==> src/rtl/if_id_stage.sv <==
// IF/ID pipeline register: captures the fetched PC+1 and instruction, supports
// load-use hold and branch squash, decodes J-type jumps, and counts hold and
// squash events with saturating counters.
module if_id_stage (
  input  logic        clk,
  input  logic        rst_n,
  input  logic [31:0] pc_in,
  input  logic [31:0] instr_in,
  input  logic        if_id_write,
  input  logic        flush,
  output logic [31:0] pc_plus1_out,
  output logic [31:0] instr_out,
  output logic        valid_out,
  output logic        jump_out,
  output logic [31:0] jump_address_out,
  output logic [15:0] stall_cnt,
  output logic [15:0] flush_cnt
);

  localparam logic [5:0]  OpJump = 6'b000010;
  localparam logic [15:0] CntMax = 16'hFFFF;

  typedef enum logic [0:0] {StEmpty, StLive} state_e;

  state_e      state_q;
  logic [31:0] pc_plus1_q;
  logic [31:0] instr_q;
  logic [15:0] stall_cnt_q;
  logic [15:0] flush_cnt_q;

  // Register update; flush beats stall beats capture. instr_in is never
  // sampled on a flush or stall, so X there cannot reach the outputs.
  always_ff @(posedge clk or negedge rst_n) begin
    if (!rst_n) begin
      state_q     <= StEmpty;
      pc_plus1_q  <= '0;
      instr_q     <= '0;
      stall_cnt_q <= '0;
      flush_cnt_q <= '0;
    end else if (flush) begin
      state_q    <= StEmpty;
      pc_plus1_q <= pc_in + 32'd1;
      instr_q    <= '0;
      if (flush_cnt_q != CntMax) begin
        flush_cnt_q <= flush_cnt_q + 16'd1;
      end
    end else if (!if_id_write) begin
      if (stall_cnt_q != CntMax) begin
        stall_cnt_q <= stall_cnt_q + 16'd1;
      end
    end else begin
      state_q    <= StLive;
      pc_plus1_q <= pc_in + 32'd1;
      instr_q    <= instr_in;
    end
  end

  // Outputs driven straight from the registers; jump decode in the same cycle.
  always_comb begin
    pc_plus1_out     = pc_plus1_q;
    instr_out        = instr_q;
    valid_out        = (state_q == StLive);
    jump_out         = valid_out && (instr_q[31:26] == OpJump);
    jump_address_out = {pc_plus1_q[31:26], instr_q[25:0]};
    stall_cnt        = stall_cnt_q;
    flush_cnt        = flush_cnt_q;
  end

endmodule

==> config.mk <==
export PLATFORM = sky130hd
export DESIGN_NAME = if_id_stage
export DESIGN_NICKNAME = d
export VERILOG_FILES = /design/src/rtl/if_id_stage.sv
export SDC_FILE = /design/constraint.sdc
export NUM_CORES = 1
export LEC_CHECK = 0
export BUFFER_PORTS_ARGS = -buffer_cell sky130_fd_sc_hd__buf_4
export CAP_MARGIN = 20
export CELL_PAD_IN_SITES_DETAIL_PLACEMENT = 0
export CELL_PAD_IN_SITES_GLOBAL_PLACEMENT = 1
export CORE_ASPECT_RATIO = 0.9
export CORE_MARGIN = 10
export CORE_UTILIZATION = 39
export CTS_CLUSTER_DIAMETER = 150
export DETAILED_ROUTE_END_ITERATION = 7
export PLACE_DENSITY = 0.95
export SLEW_MARGIN = 20
export SYNTH_ARGS = -nofsm -noshare
export SYNTH_HDL_FRONTEND = slang
export SYNTH_SLANG_ARGS = --single-unit
==> constraint.sdc <==
create_clock -name clk -period 5.61 [get_ports clk]
set_input_delay 1.122 -clock clk [delete_from_list [all_inputs] [get_ports clk]]
set_output_delay 1.122 -clock clk [all_outputs]
set_load 0.02 [all_outputs]
==> out/results.txt, run 1 <==
Critical Path RT = 4.49 ns
WL per Instance = 17.22 um
Clk root buf = clkbuf_16
Max_slew headroom = 52.26%
WS Path Type = register to output port
PD cells = 306.7 nW/um^2
Critical path fanouts, max = 3
Period minus WS final = 3.043 ns
Maxcap violations = 0
Worst hold slack = 0.4787 ns
Warnings from Yosys = 0
Initial core utilization = 40.21%
Slew Viols, Final = 0
DIE HEIGHT = 126.3 um
First-pass GRT wire length = 22.20 mm
Share of the synthesized area in the top cell type = 49.59%
CTS tree = built
N_diodes = 0
Die W = 138.1 um
Largest stage delay, worst path = 0.70 ns
Pre-antenna DRT Iters = 5
RSZ-0062 raised after global routing = no
Row cnt = 38
Vias/cell = 5.153
Reg area = 2427 um^2
Final-report setup violation count = 0
Hold-fix buffers at CTS = 0
Post-synth EDFFs = 0
Final nets = 714
Grt ovf = 0
Synth area leaders = dfrtp_1 (50%), mux2i_1 (6.5%), xnor2_1 (5.2%)
CP max stage cell = or4b_2
Core ar. = 12,170 um^2
IO Port Bufs = 197
Clock Latency Late Sink = 0.35 ns
CP Cell Sequence = or4b_2 -> nor4b_1 -> buf_4
Worst-path clk slew = 0.06 ns
Final worst-path cycle share = 54.24%
DRC viols = 0
Ys async rst share = 100.0%
Synth area leader = dfrtp_1
Hpwl dp = 10.89 mm
Die Footprint = 17,440 um^2
Initial antenna violation count = 0
DRT iter0 DRCs = 188
Clock Path Buffers = 2
Crit path capture type = output port
Post-Syn Area = 4895 um^2
Vias in the first global route = 4,153
Maximum vdd drop = 178.6 uV
Post-synthesis average cell area = 10.05 um^2
Worst slew pin tran = 0.7140 ns
Register area share after synthesis = 49.59%
Vias = 4,164
Synthesized flop and latch total = 97
Cells after synthesis = 487
Tot Pwr = 0.002020 W
Largest net degree at the start of global routing = 50
RePlAce Congestion = 0.8628
Global router's overall resource usage = 15.35%
Share of post-route cells with drive strength above 1 = 34.72%
H-tree level count = 3
PostCTS Resize Cnt = 0
Leak Pwr = 3.117 nW
Startpoint Class = register
Synth Net Count = 558
Final Hold Fails = 0
Status = finished, final reports clean
Clock skew = 0.005411 ns
Fin util = 54.11%
Area taken by multi-input logic gates = 2132 um^2
Num CTS Buffers = 9
Fillers = 1,085
IO Count = 198
Most common flop cell mapped by yosys = dfrtp_1
Clk sinks = 97
Min-Delay Path Class = register to register
Post-CTS Setup Bufs = 0
Post-Route WL = 13.92 mm
Area grow syn2layout = 34.56%
Final ANT Viol Nets = 0
CP Data Arrival Time = 1.92 ns
Fmax = 328.6 MHz
TNS Setup = 0 ns
Count of cell types in the netlist = 38
-- flip-flops by register name, summed over array words and instances (netlist names) --
register / count
stall_cnt: 16
pc_plus1_out: 32
flush_cnt: 16
valid_out: 1
instr_out: 32
-- cells by family (layout without fill, tap and decap cells) --
logic type,after synthesis,in the layout,share of synthesized area [%]
multiplexers,36,36,7.464
AO/OA/AOI/OAI,61,61,7.899
flip-flops,97,97,49.59
AND/OR/NAND/NOR,193,193,20.27
buffers and inverters,57,218,6.851
XOR/XNOR,40,40,7.157
adder cells (fa/ha/maj),3,3,0.7670
-- cell usage in the layout (no fill, tap or decap), types with 9 or more instances in the layout --
| cell | n |
|---|---|
| a31oi_1 | 18 |
| mux2i_1 | 32 |
| o31ai_1 | 9 |
| clkbuf_16 | 9 |
| nand2_1 | 37 |
| nor2_1 | 59 |
| dfrtp_1 | 97 |
| or4_1 | 11 |
| buf_4 | 199 |
| xnor2_1 | 29 |
| and3_1 | 10 |
| nand4_1 | 20 |
| xor2_1 | 11 |
| nand3_1 | 21 |
| o21ai_0 | 22 |
-- area by class of cell --
cell class	instances	area share (%)
clock buffer	10	3.476
timing repair buffer	199	22.68
tap	160	3.040
clock inverter	6	1.406
multi-input combinational	333	32.37
sequential	97	36.85
inverter	3	0.1710
-- through the flow --
step,instance area (um^2),setup slack [ns],cells
floorplan,4895,2.619,487
global placement,6265,2.498,792
detailed placement,6265,2.394,792
CTS,6586,2.542,808
global route,6586,2.517,808
finish,6586,2.567,808
-- power breakdown --
group / leakage [nW] / switching [W] / total (W) / internal [W]
logic: 1.73 / 0.000274 / 0.000497 / 0.000223
registers: 1.23 / 0.0000878 / 0.000865 / 0.000778
clock network: 0.149 / 0.000265 / 0.000658 / 0.000392
total: 3.12 / 0.000627 / 0.00202 / 0.00139
-- Yosys cell counts, types with 2 or more instances --
cell       instances
dfrtp_1           97
nor2_1            59
nand2_1           37
buf_4             32
mux2i_1           32
xnor2_1           29
o21ai_0           22
clkbuf_1          21
nand3_1           21
nand4_1           20
a31oi_1           18
or4_1             11
xor2_1            11
and3_1            10
o31ai_1            9
and4_1             8
or3_1              8
o2111ai_1          5
mux2_2             4
nor3_1             4
and2_1             3
ha_1               3
inv_1              3
or2_2              3
a21o_1             2
nand4b_1           2
o211ai_1           2
-- worst paths after layout --
check / slack, ns / endpoint / depth (start not counted) / start
max reg2reg: 3.48 / stall_cnt[1] / 5 / stall_cnt[0]
min in group asynchronous: 0.77 / pc_plus1_out[28] / 1 / rst_n
max in group asynchronous: 3.76 / stall_cnt[1] / 2 / rst_n
min reg2reg: 0.48 / pc_plus1_out[1] / 2 / pc_plus1_out[1]
max: 2.57 / jump_out / 3 / instr_out[28]
min: 0.48 / pc_plus1_out[1] / 2 / pc_plus1_out[1]
-- critical path: cells and delay by family (launching register included) --
family / cells / cell delay [ns]
flops: 1 / 0.41
buf+inv: 1 / 0.20
simple gates: 2 / 0.97
-- routing by layer --
metal	GRT usage, %	routed length, um	up-vias
met5	0	0	-
met4	2.974	78	0
met3	8.189	1384	9
met2	25.03	6522	162
met1	17.66	5929	1979
li1	-	-	2014
Power figures use the tool's default switching activity.
==> run 2: changes to the inputs <==
Settings changed: CORE_UTILIZATION 39 to 36, PLACE_DENSITY 0.95 to 0.91.
Clock period 5.61 ns to 3.15 ns, I/O delays scaled along.
==> run 2 against run 1 <==
Net effect: non-clock buffer count rose by 3; via count rose by 1.6%; core utilization fell by 4.5 points; clock skew rose by 0.0033 ns; combinational power rose by 80%; global-route usage fell by 0.63 points; highest routed layer unchanged; sequential share of layout area fell by 0.077 points; sequential power rose by 78%; register-to-register slack got worse by 2.5 ns; count of clock-buffer cells in the layout rose by 3; die area rose by 7.0%.
==> out/results.txt, run 2 (synthesis results as in run 1) <==
Crit path capture type = output port
N_diodes = 0
First-pass GRT wire length = 22.18 mm
Leak Pwr = 3.130 nW
Largest net degree at the start of global routing = 53
Reg2Reg Setup Slack = 0.95 ns
Num CTS Buffers = 9
Share of post-route cells with drive strength above 1 = 34.72%
Final ANT Viol Nets = 0
Placed instance area = 6310 um^2
WP buf/inv = 1
Pre-antenna DRT Iters = 4
Clk root buf = clkbuf_16
Clock skew = 0.008663 ns
Maxcap violations = 0
Slew Viols, Final = 0
Maximum vdd drop = 222.0 uV
Area grow syn2layout = 34.84%
Min-Delay Path Class = input pin to asynchronous set/reset pin
Hold-fix buffers at CTS = 0
M1 GR Usage = 16.90%
Worst slew pin tran = 0.6977 ns
Worst R2R Start = stall_cnt[0]
Final worst-path cycle share = 81.00%
CP Data Arrival Time = 1.92 ns
Vias = 4,229
WS Path Type = register to output port
Max_slew headroom = 53.49%
Core ar. = 13,310 um^2
Post-Route WL = 14.12 mm
Grt ovf = 0
Post-CTS Setup Bufs = 0
Startpoint Class = register
Hpwl dp = 11.18 mm
IO Count = 198
H-tree level count = 3
Clock Latency Late Sink = 0.34 ns
Critical path fanouts, max = 3
PD cells = 532.3 nW/um^2
CP Cell Sequence = or4b_2 -> nor4b_1 -> buf_4
IO Port Bufs = 197
Register-to-Register Path Depth = 5
Layer with the highest usage = met2
Final Cell Area = 6600 um^2
Period minus WS final = 2.551 ns
Global router's overall resource usage = 14.73%
WL per Instance = 17.24 um
Initial antenna violation count = 0
Clock Path Buffers = 2
Worst setup endpoint = jump_out
Commonest non-fill, non-tap cell in the layout = buf_4
R2R Path End = stall_cnt[1]
Final Hold Fails = 0
Final nets = 717
CTS tree = built
Critical Path RT = 2.52 ns
Clk sinks = 97
RePlAce Congestion = 0.8560
Fmax = 391.9 MHz
Initial core utilization = 36.77%
CP Depth = 3
Final-report setup violation count = 0
M2 GR Usage = 23.25%
CP delay by family, top = simple AND/OR/NAND/NOR gates
TNS Setup = 0 ns
DRT iter0 DRCs = 217
M3 GR Usage = 7.323%
Fin util = 49.58%
RSZ-0062 raised after global routing = no
Row cnt = 40
Die W = 142.9 um
Worst-path clk slew = 0.06 ns
Vias in the first global route = 4,321
CP Launch Point = instr_out[28]
PostCTS Resize Cnt = 0
DIE HEIGHT = 130.6 um
Tot Pwr = 0.003513 W
DRC viols = 0
Die Footprint = 18,670 um^2
Status = finished, final reports clean
Largest stage delay, worst path = 0.68 ns
CP max stage cell = or4b_2
Commonest cells after routing, fill and taps aside = buf_4 (201), dfrtp_1 (97), nor2_1 (59), nand2_1 (37), mux2i_1 (32)
Vias/cell = 5.164
run 2: changes by cell type in the layout (fill, tap and decap cells not counted):
cell        previous run  this run
clkinvlp_4             2         0
bufinv_16              2         1
clkinv_4               2         0
clkbuf_8               0         1
clkinv_2               0         2
clkbuf_1               1         3
buf_12                 0         1
buf_4                199       201
run 2: per-layer routing:
| layer | wire length [um] | share of wire, % |
|---|---|---|
| met5 | 0 | 0 |
| met4 | 259 | 1.8 |
| met3 | 1811 | 13 |
| met2 | 6219 | 44 |
| met1 | 5828 | 41 |
run 2: cell type report:
type / count / area, um^2
Clock inverter: 3 / 40.04
Multi-Input combinational cell: 333 / 2132
Clock buffer: 13 / 250.2
Inverter: 3 / 11.26
Tap cell: 168 / 210.2
Timing Repair Buffer: 202 / 1529
Sequential cell: 97 / 2427
Fill cell: 1238 / 6713
run 2: how the worst min path moves through the flow:
stage,startpoint,to,slack [ns],depth (start not counted)
final,rst_n,pc_plus1_out[1],0.33,1
after global placement,pc_plus1_out[1],pc_plus1_out[1],0.46,2
after global routing,rst_n,pc_plus1_out[1],0.38,1
after detailed placement,pc_plus1_out[1],pc_plus1_out[1],0.47,2
after CTS,rst_n,pc_plus1_out[3],0.36,1
after floorplan,rst_n,flush_cnt[0],0.33,0
run 2: report_power, final:
group	switching, W	internal (W)	total, W
clock	0.000438	0.000635	0.00107
sequential	0.000157	0.00139	0.00154
combinational	0.000495	0.000402	0.000897
run 2: stage by stage:
step | std cells | worst slack, ns | hold slack [ns]
3_3_place_gp | 803 | 0.8587 | 0.4557
6_report | 819 | 0.5985 | 0.3289
4_1_cts | 819 | 0.5633 | 0.3602
5_1_grt | 819 | 0.4485 | 0.3818
2_1_floorplan | 487 | 0.6513 | 0.3344
3_5_place_dp | 803 | 0.7767 | 0.4685
run 2: worst register-to-register path, cell delays in order, from the launching register on:
cell and delay (ns):
dfrtp_1 0.42, ha_1 0.22, and4_1 0.26, nand4_1 0.36, o21ai_0 0.45, mux2_2 0.39
